**src/rtl/wb_arb_pkg.sv**
```systemverilog
// ---------------------------------------------------------------------------
// wb_arb_pkg
// Shared types and widths for the register-file write-port arbiter.
//   REG_ADDR_W / DATA_W : register address and data widths
//   wb_req_t            : one register write {addr, data}
//   arb_state_e         : arbiter FSM states (ARB, FORCE)
//   addrOneHot()        : decodes a register address to a one-hot mask
// ---------------------------------------------------------------------------
package wb_arb_pkg;

   localparam int REG_ADDR_W = 4;
   localparam int DATA_W     = 16;
   localparam int NUM_REGS   = 1 << REG_ADDR_W;

   typedef struct packed {
      logic [REG_ADDR_W-1:0] addr;
      logic [DATA_W-1:0]     data;
   } wb_req_t;

   typedef enum logic {
      ARB   = 1'b0,
      FORCE = 1'b1
   } arb_state_e;

   function automatic logic [NUM_REGS-1:0] addrOneHot(input logic [REG_ADDR_W-1:0] addr);
      return NUM_REGS'(1) << addr;
   endfunction

endpackage

```
**src/rtl/wb_port_arbiter_if.sv**
```systemverilog
// ---------------------------------------------------------------------------
// wb_port_arbiter_if
// Bundles the pipeline writeback request, the multi-cycle result handshake
// and the register-file write port seen by wb_port_arbiter.
//   pipe_we/pipe_addr/pipe_data : pipeline WB write request
//   mc_valid/mc_ready           : multi-cycle result handshake
//   mc_addr/mc_data             : multi-cycle result payload
//   stall_pipe                  : pipeline must hold (pipe_we low while set)
//   rf_we/rf_addr/rf_data       : registered register-file write port
//   pend_mask                   : registers targeted by buffered results
//   buf_count                   : result buffer occupancy
// Modports: slave = the arbiter, master = the surrounding core / bench.
// ---------------------------------------------------------------------------
interface wb_port_arbiter_if
   import wb_arb_pkg::*;
#(
   parameter int DEPTH = 4
);

   localparam int CNT_W = $clog2(DEPTH) + 1;

   logic                  pipe_we;
   logic [REG_ADDR_W-1:0] pipe_addr;
   logic [DATA_W-1:0]     pipe_data;
   logic                  mc_valid;
   logic                  mc_ready;
   logic [REG_ADDR_W-1:0] mc_addr;
   logic [DATA_W-1:0]     mc_data;
   logic                  stall_pipe;
   logic                  rf_we;
   logic [REG_ADDR_W-1:0] rf_addr;
   logic [DATA_W-1:0]     rf_data;
   logic [NUM_REGS-1:0]   pend_mask;
   logic [CNT_W-1:0]      buf_count;

   modport slave (
      input  pipe_we, pipe_addr, pipe_data,
      input  mc_valid, mc_addr, mc_data,
      output mc_ready, stall_pipe,
      output rf_we, rf_addr, rf_data,
      output pend_mask, buf_count
   );

   modport master (
      output pipe_we, pipe_addr, pipe_data,
      output mc_valid, mc_addr, mc_data,
      input  mc_ready, stall_pipe,
      input  rf_we, rf_addr, rf_data,
      input  pend_mask, buf_count
   );

endinterface

```
**src/rtl/wb_arb_fifo.sv**
```systemverilog
// ---------------------------------------------------------------------------
// wb_arb_fifo
// DEPTH-entry circular buffer of pending multi-cycle register writes.
//   clk, rst       : clock, asynchronous active-high reset
//   push_i, req_i  : write req_i into the tail (caller guarantees not full)
//   pop_i          : drop the head entry (caller guarantees not empty)
//   head_o         : current head entry
//   empty_o        : no entries buffered
//   count_o        : registered occupancy
//   pend_mask_o    : OR of one-hot destination addresses of valid entries
// ---------------------------------------------------------------------------
module wb_arb_fifo
   import wb_arb_pkg::*;
#(
   parameter int DEPTH = 4
) (
   input  logic                         clk,
   input  logic                         rst,
   input  logic                         push_i,
   input  wb_req_t                      req_i,
   input  logic                         pop_i,
   output wb_req_t                      head_o,
   output logic                         empty_o,
   output logic [$clog2(DEPTH):0]       count_o,
   output logic [NUM_REGS-1:0]          pend_mask_o
);

   localparam int PTR_W = $clog2(DEPTH);
   localparam int CNT_W = PTR_W + 1;

   wb_req_t            mem_q [DEPTH];
   logic [DEPTH-1:0]   valid_q, valid_d;
   logic [PTR_W-1:0]   wrPtr_q, wrPtr_d;
   logic [PTR_W-1:0]   rdPtr_q, rdPtr_d;
   logic [CNT_W-1:0]   count_q, count_d;

   // Pointer, occupancy and per-entry valid bookkeeping. DEPTH is a power of
   // two, so the pointers wrap by simple overflow.
   always_comb begin
      wrPtr_d = wrPtr_q;
      rdPtr_d = rdPtr_q;
      count_d = count_q;
      valid_d = valid_q;
      if (pop_i) begin
         rdPtr_d          = rdPtr_q + 1'b1;
         valid_d[rdPtr_q] = 1'b0;
      end
      if (push_i) begin
         wrPtr_d          = wrPtr_q + 1'b1;
         valid_d[wrPtr_q] = 1'b1;
      end
      case ({push_i, pop_i})
         2'b10:   count_d = count_q + 1'b1;
         2'b01:   count_d = count_q - 1'b1;
         default: count_d = count_q;
      endcase
   end

   // Control state is reset so a mid-operation reset discards every entry.
   always_ff @(posedge clk or posedge rst) begin
      if (rst) begin
         wrPtr_q <= '0;
         rdPtr_q <= '0;
         count_q <= '0;
         valid_q <= '0;
      end else begin
         wrPtr_q <= wrPtr_d;
         rdPtr_q <= rdPtr_d;
         count_q <= count_d;
         valid_q <= valid_d;
      end
   end

   // Payload storage needs no reset; stale slots are masked by valid_q.
   always_ff @(posedge clk) begin
      if (push_i) begin
         mem_q[wrPtr_q] <= req_i;
      end
   end

   // Pending-register mask seen by decode, built only from live entries.
   always_comb begin
      pend_mask_o = '0;
      for (int i = 0; i < DEPTH; i++) begin
         if (valid_q[i]) begin
            pend_mask_o = pend_mask_o | addrOneHot(mem_q[i].addr);
         end
      end
   end

   assign head_o  = mem_q[rdPtr_q];
   assign empty_o = (count_q == '0);
   assign count_o = count_q;

endmodule

```
**src/rtl/wb_port_arbiter.sv**
```systemverilog
// ---------------------------------------------------------------------------
// wb_port_arbiter
// Shares the single register-file write port between the in-order pipeline
// writeback and a buffered multi-cycle unit. The pipeline always wins in the
// normal ARB state; buffered results drain in free slots.
// Optional feature (macro WBARB_STARVE_EN): a starvation counter that moves
// the arbiter to FORCE, stalling the pipeline for one slot so the buffer head
// is written. Without the macro stall_pipe is tied low and the buffer drains
// only when pipe_we is low.
//   clk    : system clock
//   rst    : asynchronous active-high reset
//   bus_io : wb_port_arbiter_if.slave (pipeline, multi-cycle and rf ports)
// ---------------------------------------------------------------------------
module wb_port_arbiter
   import wb_arb_pkg::*;
#(
   parameter int DEPTH        = 4,
   parameter int STARVE_LIMIT = 8
) (
   input  logic                    clk,
   input  logic                    rst,
   wb_port_arbiter_if.slave        bus_io
);

   localparam int CNT_W = $clog2(DEPTH) + 1;

   wb_req_t               mcReq;
   wb_req_t               headReq;
   logic                  fifoEmpty;
   logic                  fifoPush;
   logic [CNT_W-1:0]      fifoCount;
   logic                  grantPipe;
   logic                  grantFifo;
   logic                  stallPipe;

   logic                  rfWe_q, rfWe_d;
   logic [REG_ADDR_W-1:0] rfAddr_q, rfAddr_d;
   logic [DATA_W-1:0]     rfData_q, rfData_d;

   // Acceptance looks only at the registered count, so a full buffer refuses
   // a push even in a cycle where the head is popped.
   assign bus_io.mc_ready = (fifoCount < CNT_W'(DEPTH));
   assign fifoPush        = bus_io.mc_valid && bus_io.mc_ready;
   assign mcReq           = '{addr: bus_io.mc_addr, data: bus_io.mc_data};

   wb_arb_fifo #(
      .DEPTH (DEPTH)
   ) u_fifo (
      .clk         (clk),
      .rst         (rst),
      .push_i      (fifoPush),
      .req_i       (mcReq),
      .pop_i       (grantFifo),
      .head_o      (headReq),
      .empty_o     (fifoEmpty),
      .count_o     (fifoCount),
      .pend_mask_o (bus_io.pend_mask)
   );

`ifdef WBARB_STARVE_EN
   localparam int STARVE_W = $clog2(STARVE_LIMIT + 1);

   arb_state_e           state_q, state_d;
   logic [STARVE_W-1:0]  starve_q, starve_d;

   // State register and starvation counter.
   always_ff @(posedge clk or posedge rst) begin
      if (rst) begin
         state_q  <= ARB;
         starve_q <= '0;
      end else begin
         state_q  <= state_d;
         starve_q <= starve_d;
      end
   end

   // Next state: count cycles a waiting head is passed over; entering FORCE
   // on the edge the count reaches the limit makes stall_pipe rise there.
   // FORCE leaves only once a cycle without pipe_we lets the head through.
   always_comb begin
      state_d  = state_q;
      starve_d = starve_q;
      case (state_q)
         ARB: begin
            if (fifoEmpty || grantFifo) begin
               starve_d = '0;
            end else begin
               starve_d = starve_q + 1'b1;
               if (starve_d == STARVE_W'(STARVE_LIMIT)) begin
                  state_d = FORCE;
               end
            end
         end
         FORCE: begin
            starve_d = '0;
            if (!bus_io.pipe_we) begin
               state_d = ARB;
            end
         end
         default: begin
            state_d  = ARB;
            starve_d = '0;
         end
      endcase
   end

   // Outputs: the grant rule is the same in both states because FORCE only
   // relies on the pipeline honouring stall_pipe; a pipe_we in FORCE still
   // wins and the head simply waits.
   always_comb begin
      grantPipe = bus_io.pipe_we;
      grantFifo = !bus_io.pipe_we && !fifoEmpty;
      stallPipe = (state_q == FORCE);
   end
`else
   // Without the starvation guard the pipeline always has priority.
   always_comb begin
      grantPipe = bus_io.pipe_we;
      grantFifo = !bus_io.pipe_we && !fifoEmpty;
      stallPipe = 1'b0;
   end
`endif

   assign bus_io.stall_pipe = stallPipe;

   // Register-file port next values: address and data hold when idle.
   always_comb begin
      rfWe_d   = grantPipe || grantFifo;
      rfAddr_d = rfAddr_q;
      rfData_d = rfData_q;
      if (grantPipe) begin
         rfAddr_d = bus_io.pipe_addr;
         rfData_d = bus_io.pipe_data;
      end else if (grantFifo) begin
         rfAddr_d = headReq.addr;
         rfData_d = headReq.data;
      end
   end

   // Registered write port: a grant appears one cycle later for one cycle.
   always_ff @(posedge clk or posedge rst) begin
      if (rst) begin
         rfWe_q   <= 1'b0;
         rfAddr_q <= '0;
         rfData_q <= '0;
      end else begin
         rfWe_q   <= rfWe_d;
         rfAddr_q <= rfAddr_d;
         rfData_q <= rfData_d;
      end
   end

   assign bus_io.rf_we     = rfWe_q;
   assign bus_io.rf_addr   = rfAddr_q;
   assign bus_io.rf_data   = rfData_q;
   assign bus_io.buf_count = fifoCount;

endmodule

```
**src/flat_wrapper.sv**
```systemverilog
// flat-port wrapper written by rule: the top's interface ports become plain ports
module wb_port_arbiter_flat import wb_arb_pkg::*;
#(
   parameter int DEPTH        = 4,
   parameter int STARVE_LIMIT = 8
)
  (clk, rst, bus_io_pipe_we, bus_io_pipe_addr, bus_io_pipe_data, bus_io_mc_valid, bus_io_mc_addr, bus_io_mc_data, bus_io_mc_ready, bus_io_stall_pipe, bus_io_rf_we, bus_io_rf_addr, bus_io_rf_data, bus_io_pend_mask, bus_io_buf_count);
  wb_port_arbiter_if #(.DEPTH(DEPTH)) bus_io_i ();
  input  logic clk;
  input  logic rst;
  input wire logic [$bits(bus_io_i.pipe_we)-1:0] bus_io_pipe_we;
  input wire logic [$bits(bus_io_i.pipe_addr)-1:0] bus_io_pipe_addr;
  input wire logic [$bits(bus_io_i.pipe_data)-1:0] bus_io_pipe_data;
  input wire logic [$bits(bus_io_i.mc_valid)-1:0] bus_io_mc_valid;
  input wire logic [$bits(bus_io_i.mc_addr)-1:0] bus_io_mc_addr;
  input wire logic [$bits(bus_io_i.mc_data)-1:0] bus_io_mc_data;
  output wire logic [$bits(bus_io_i.mc_ready)-1:0] bus_io_mc_ready;
  output wire logic [$bits(bus_io_i.stall_pipe)-1:0] bus_io_stall_pipe;
  output wire logic [$bits(bus_io_i.rf_we)-1:0] bus_io_rf_we;
  output wire logic [$bits(bus_io_i.rf_addr)-1:0] bus_io_rf_addr;
  output wire logic [$bits(bus_io_i.rf_data)-1:0] bus_io_rf_data;
  output wire logic [$bits(bus_io_i.pend_mask)-1:0] bus_io_pend_mask;
  output wire logic [$bits(bus_io_i.buf_count)-1:0] bus_io_buf_count;
  assign bus_io_i.pipe_we = bus_io_pipe_we;
  assign bus_io_i.pipe_addr = bus_io_pipe_addr;
  assign bus_io_i.pipe_data = bus_io_pipe_data;
  assign bus_io_i.mc_valid = bus_io_mc_valid;
  assign bus_io_i.mc_addr = bus_io_mc_addr;
  assign bus_io_i.mc_data = bus_io_mc_data;
  assign bus_io_mc_ready = bus_io_i.mc_ready;
  assign bus_io_stall_pipe = bus_io_i.stall_pipe;
  assign bus_io_rf_we = bus_io_i.rf_we;
  assign bus_io_rf_addr = bus_io_i.rf_addr;
  assign bus_io_rf_data = bus_io_i.rf_data;
  assign bus_io_pend_mask = bus_io_i.pend_mask;
  assign bus_io_buf_count = bus_io_i.buf_count;
  wb_port_arbiter #(.DEPTH(DEPTH), .STARVE_LIMIT(STARVE_LIMIT)) u_core (.clk(clk), .rst(rst), .bus_io(bus_io_i));
endmodule
```
**config.mk**
```make
export PLATFORM = sky130hd
export DESIGN_NAME = wb_port_arbiter_flat
export DESIGN_NICKNAME = d
export VERILOG_FILES = /design/src/rtl/wb_arb_pkg.sv /design/src/rtl/wb_port_arbiter_if.sv /design/src/rtl/wb_arb_fifo.sv /design/src/rtl/wb_port_arbiter.sv /design/src/flat_wrapper.sv
export SDC_FILE = /design/constraint.sdc
export NUM_CORES = 1
export LEC_CHECK = 0
export CORE_ASPECT_RATIO = 0.5
export CORE_MARGIN = 5
export CORE_UTILIZATION = 30
export CTS_CLUSTER_DIAMETER = 150
export DETAILED_ROUTE_END_ITERATION = 16
export PLACE_DENSITY = 0.63
export SYNTH_ARGS = -nofsm -noshare
export SYNTH_HDL_FRONTEND = slang
export SYNTH_SLANG_ARGS = --single-unit
```
**constraint.sdc**
```tcl
create_clock -name clk -period 1.77 [get_ports clk]
set_input_delay 0.4425 -clock clk [delete_from_list [all_inputs] [get_ports clk]]
set_output_delay 0.4425 -clock clk [all_outputs]
set_load 0.005 [all_outputs]
```
==> tab_implementation.tex <==
\begin{tabular}{lr}
\hline
Metric & Value \\
\hline
\multicolumn{2}{l}{\textbf{Pwr}} \\
\quad PwrDens & 1280 nW/µm² \\
\quad Overall power consumption & 9680 µW \\
\quad Switching pwr & 3120 µW \\
\quad Seq pwr share & 0.381 \\
\quad Share of total power in combinational logic & 0.417 \\
\quad Internal power consumption & 6560 µW \\
\quad Worst voltage drop across the vdd grid & 656 µV \\
\quad Fraction of power consumed by the clock network & 0.202 \\
\quad Static leakage power & 0.00291 µW \\
\quad Net switching share of the total power & 0.322 \\
\multicolumn{2}{l}{\textbf{Drt}} \\
\quad Detailed Route WL & 14.2 mm \\
\quad Routed vias/inst & 4.88 \\
\quad Iter 0 DRT Violations & 346 \\
\quad Routed wire per std cell & 18.5 µm \\
\quad Vias after detailed routing & 3764 \\
\quad First-pass iteration count of the detailed router & 4 \\
\quad Remaining routing DRC violations & 0 \\
\quad Antenna-violating nets left & 0 \\
\multicolumn{2}{l}{\textbf{Layout}} \\
\quad Final core utilization & 0.439 \\
\quad Antenna diode count & 0 \\
\quad Final Net Count & 586 \\
\quad Layout cell share with drive strength beyond 1 & 0.406 \\
\quad Final instance area & 7570 µm² \\
\quad Fill cell instance count of the final layout & 1551 \\
\quad Area growth, synth to finish & 44.9\% \\
\multicolumn{2}{l}{\textbf{Placed design}} \\
\quad Post-placement setup slack & -0.391 ns \\
\quad Placement Cell Area & 6730 µm² \\
\quad DP HPWL & 9.40 mm \\
\quad Routability cong. & 0.865 \\
\quad Number of buffers added on ports & 84 \\
\multicolumn{2}{l}{\textbf{Global routing}} \\
\quad Number of antenna violations at the first check in global routing & 0 \\
\quad Number of global-route vias before repair & 3985 \\
\quad Remaining Overflow, GRT & 0 \\
\quad Global-route wire length before repair & 22.1 mm \\
\quad Pin count of the biggest net entering global routing & 33 \\
\quad Total global routing track utilization & 0.141 \\
\multicolumn{2}{l}{\textbf{Setup path}} \\
\quad Cell type group with the largest total delay on the critical path & flip-flops \\
\quad End of the worst register-to-register path & u\_core.u\_fifo.count\_o[2] \\
\quad Crit Path Category & reg -> out \\
\quad Instance count on the critical path & 4 \\
\quad Critical Path Start Type & register \\
\quad Launching point of the worst reg2reg path & u\_core.u\_fifo.count\_o[2] \\
\quad Critical-path cell with the highest stage delay & sky130\_fd\_sc\_hd\_\_edfxtp\_1 \\
\quad Worst Setup SP & u\_core.u\_fifo.mem\_q[1][17] \\
\quad Critical path capture point type & output pin \\
\quad R2R Setup Slk & 0.06 ns \\
\quad Reg2Reg Depth & 9 \\
\quad Critical path's largest stage delay & 0.47 ns \\
\quad Worst setup path end & bus\_io\_pend\_mask[7] \\
\quad Maximum fanout along the worst path & 4 \\
\quad WP data arrival & 1.69 ns \\
\quad Required time of the worst setup path & 1.33 ns \\
\quad Bufs and invs on worst path & 1 \\
\quad Crit-path cells & and3b\_2 -> nor2b\_1 -> a311o\_1 -> buf\_2 \\
\multicolumn{2}{l}{\textbf{CTS}} \\
\quad CTS root buffer & sky130\_fd\_sc\_hd\_\_clkbuf\_16 \\
\quad Total CTS buffers & 9 \\
\quad CTS Hold Bufs & 0 \\
\quad \# clock sinks & 112 \\
\quad Clock transition at path regs & 0.08 ns \\
\quad H-tree depth & 3 \\
\quad Clk Latency, worst-skew pair & 0.35 ns \\
\quad CTS tree & yes \\
\quad Max Buffers Root-to-Sink & 2 \\
\multicolumn{2}{l}{\textbf{Die}} \\
\quad Height of the die & 103 µm \\
\quad Horizontal die dimension & 197 µm \\
\quad Num rows & 34 \\
\quad Die outline area & 20300 µm² \\
\quad Standard cell core area & 17200 µm² \\
\quad Effective utilization at floorplan & 0.303 \\
\quad Number of I/O pins & 86 \\
\multicolumn{2}{l}{\textbf{Logic synthesis}} \\
\quad Synth top cells by count & 80 x sky130\_fd\_sc\_hd\_\_edfxtp\_1, 32 x sky130\_fd\_sc\_hd\_\_dfrtp\_1, 22 x sky130\_fd\_sc\_hd\_\_mux2\_2, 20 x sky130\_fd\_sc\_hd\_\_a21oi\_1, 20 x sky130\_fd\_sc\_hd\_\_a2bb2oi\_1 \\
\quad Flop and latch count out of synthesis & 112 \\
\quad Count of flip-flops with a built-in enable after synthesis & 80 \\
\quad Ranking of synthesized cells by area & sky130\_fd\_sc\_hd\_\_edfxtp\_1 46\%, sky130\_fd\_sc\_hd\_\_dfrtp\_1 15\%, sky130\_fd\_sc\_hd\_\_mux2\_2 4.7\% \\
\quad Net count of the mapped netlist & 411 \\
\quad Leading register cell type out of synthesis & sky130\_fd\_sc\_hd\_\_edfxtp\_1 \\
\quad Number of instances in the synthesized netlist & 357 \\
\quad Area fraction of the dominant cell type after synthesis & 0.460 \\
\quad Sequential cell area fraction in the yosys report & 0.613 \\
\quad Most frequently used cell type in the post-synthesis netlist & sky130\_fd\_sc\_hd\_\_edfxtp\_1 \\
\quad Cell area after synthesis & 5220 µm² \\
\quad Share of flip-flops with an asynchronous set or reset after synthesis & 0.286 \\
\quad Count of different cell masters after synthesis & 47 \\
\quad Avg Synthesized Cell Area & 14.6 µm² \\
\quad Number of warning messages in the yosys log & 0 \\
\quad Library cell with the largest summed area after synthesis & sky130\_fd\_sc\_hd\_\_edfxtp\_1 \\
\multicolumn{2}{l}{\textbf{Timing}} \\
\quad Top achievable clock speed & 468 MHz \\
\quad Final worst slack & -0.366 ns \\
\quad Worst clock skew & 0.00817 ns \\
\quad Share of the cycle needed by the critical path after routing & 1.21 \\
\quad Hold slack final & 0.430 ns \\
\quad Unrepaired setup endpoints after global routing & yes \\
\quad Setup violation total in the final timing report & 16 \\
\quad Number of pins with negative max-slew slack in the final report & 0 \\
\quad Post-layout minimum cycle time & 2.14 ns \\
\quad Hold violation total from the final report & 0 \\
\multicolumn{2}{l}{\textbf{Hold path}} \\
\quad Type of the most critical hold path & in -> async \\
\multicolumn{2}{l}{\textbf{Job}} \\
\quad Max-cap viol count & 0 \\
\multicolumn{2}{l}{\textbf{Outcome}} \\
\quad Status & finished, violations left \\
\quad Violated checks & negative setup slack \\
\hline
\end{tabular}
layer usage:
metal / up-vias / GRT usage / routed length (µm)
met4: 0 / 0.0389 / 218
met5: - / 0 / 0
met2: 84 / 0.250 / 7280
met1: 1898 / 0.179 / 6080
met3: 23 / 0.0272 / 665
li1: 1759 / - / -
worst min path at each step:
stage                               endpoint  slack [ns]
floorplan           u_core.u_fifo.valid_q[1]        0.53
global placement    u_core.bus_io.rf_data[9]        0.54
detailed placement  u_core.bus_io.rf_data[1]        0.55
CTS                 u_core.bus_io.rf_data[1]        0.43
global route        u_core.bus_io.rf_data[4]        0.44
finish              u_core.bus_io.rf_data[4]        0.43
cell type report:
| cell class | instances | area [µm²] | area share |
|---|---|---|---|
| sequential | 112 | 3200 | 0.423 |
| multi-input combinational | 212 | 2050 | 0.271 |
| timing repair buffer | 182 | 1680 | 0.221 |
| clock inverter | 7 | 66.3 | 0.00876 |
| tap | 234 | 293 | 0.0387 |
| inverter | 15 | 56.3 | 0.00744 |
| clock buffer | 9 | 225 | 0.0298 |
state kept, by name (all words and copies together), names as in the netlist:
register               cells
u_core.u_fifo.mem_q       80
u_core.bus_io.rf_data     16
u_core.bus_io.rf_addr      4
u_core.u_fifo.valid_q      4
u_core.u_fifo.count_o      3
u_core.u_fifo.rdPtr_q      2
u_core.u_fifo.wrPtr_q      2
u_core.bus_io.rf_we        1
cells by family (layout without fill, tap and decap cells):
family | Yosys count | in the layout | share of synthesized area
DFF | 112 | 112 | 0.613
AOI/OAI and AO/OA | 89 | 89 | 0.145
and+or+nand+nor | 75 | 75 | 0.0819
buffers and inverters | 33 | 213 | 0.0362
muxes | 32 | 32 | 0.0889
adders and majority gates | 10 | 10 | 0.0254
xor gates and xnor gates | 5 | 5 | 0.00838
other | 1 | 1 | 0.000718
cells in the final DEF (no fill, tap or decap), types with 13 or more instances in the layout:
master / netlist / routed
sky130_fd_sc_hd__a21oi_1: 20 / 20
sky130_fd_sc_hd__a2bb2oi_1: 20 / 20
sky130_fd_sc_hd__buf_2: 4 / 16
sky130_fd_sc_hd__buf_4: 3 / 67
sky130_fd_sc_hd__buf_6: 5 / 24
sky130_fd_sc_hd__clkdlybuf4s50_1: 0 / 64
sky130_fd_sc_hd__dfrtp_1: 32 / 31
sky130_fd_sc_hd__edfxtp_1: 80 / 80
sky130_fd_sc_hd__inv_1: 14 / 13
sky130_fd_sc_hd__mux2_2: 22 / 22
sky130_fd_sc_hd__nand2_1: 18 / 15
sky130_fd_sc_hd__o221ai_2: 11 / 14
repair_timing:
item                                    CTS  global route
endpoints found under the setup margin   18            20
pin swaps                                28            17
resized for setup                       123            21
setup buffers                            35             8
stage by stage:
step                      instances  TNS [ns]
after floorplan                 357         0
after global placement          714    -18.30
after detailed placement        714    -19.27
after CTS                       764     -4.79
after global routing            771     -6.15
final                           771     -5.05
power by group through the flow:
stage / logic (µW) / registers, µW / clock network (µW)
2_1_floorplan: 2080 / 3730 / 0
3_3_place_gp: 3640 / 3720 / 0
3_5_place_dp: 3670 / 3750 / 0
4_1_cts: 3950 / 3680 / 1990
5_1_grt: 4390 / 3750 / 2110
6_report: 4040 / 3690 / 1950
worst reg2reg max path, stage by stage (launching register included):
cell and delay (ns):
sky130_fd_sc_hd__dfrtp_1 0.37, sky130_fd_sc_hd__buf_4 0.12, sky130_fd_sc_hd__nor3_4 0.03, sky130_fd_sc_hd__nor2_2 0.13, sky130_fd_sc_hd__ha_2 0.20, sky130_fd_sc_hd__inv_1 0.05, sky130_fd_sc_hd__fa_2 0.33, sky130_fd_sc_hd__xor2_1 0.14
sky130_fd_sc_hd__nor2_1 0.13, sky130_fd_sc_hd__xnor2_1 0.12
No activity file was read; power rests on OpenSTA's default activity.
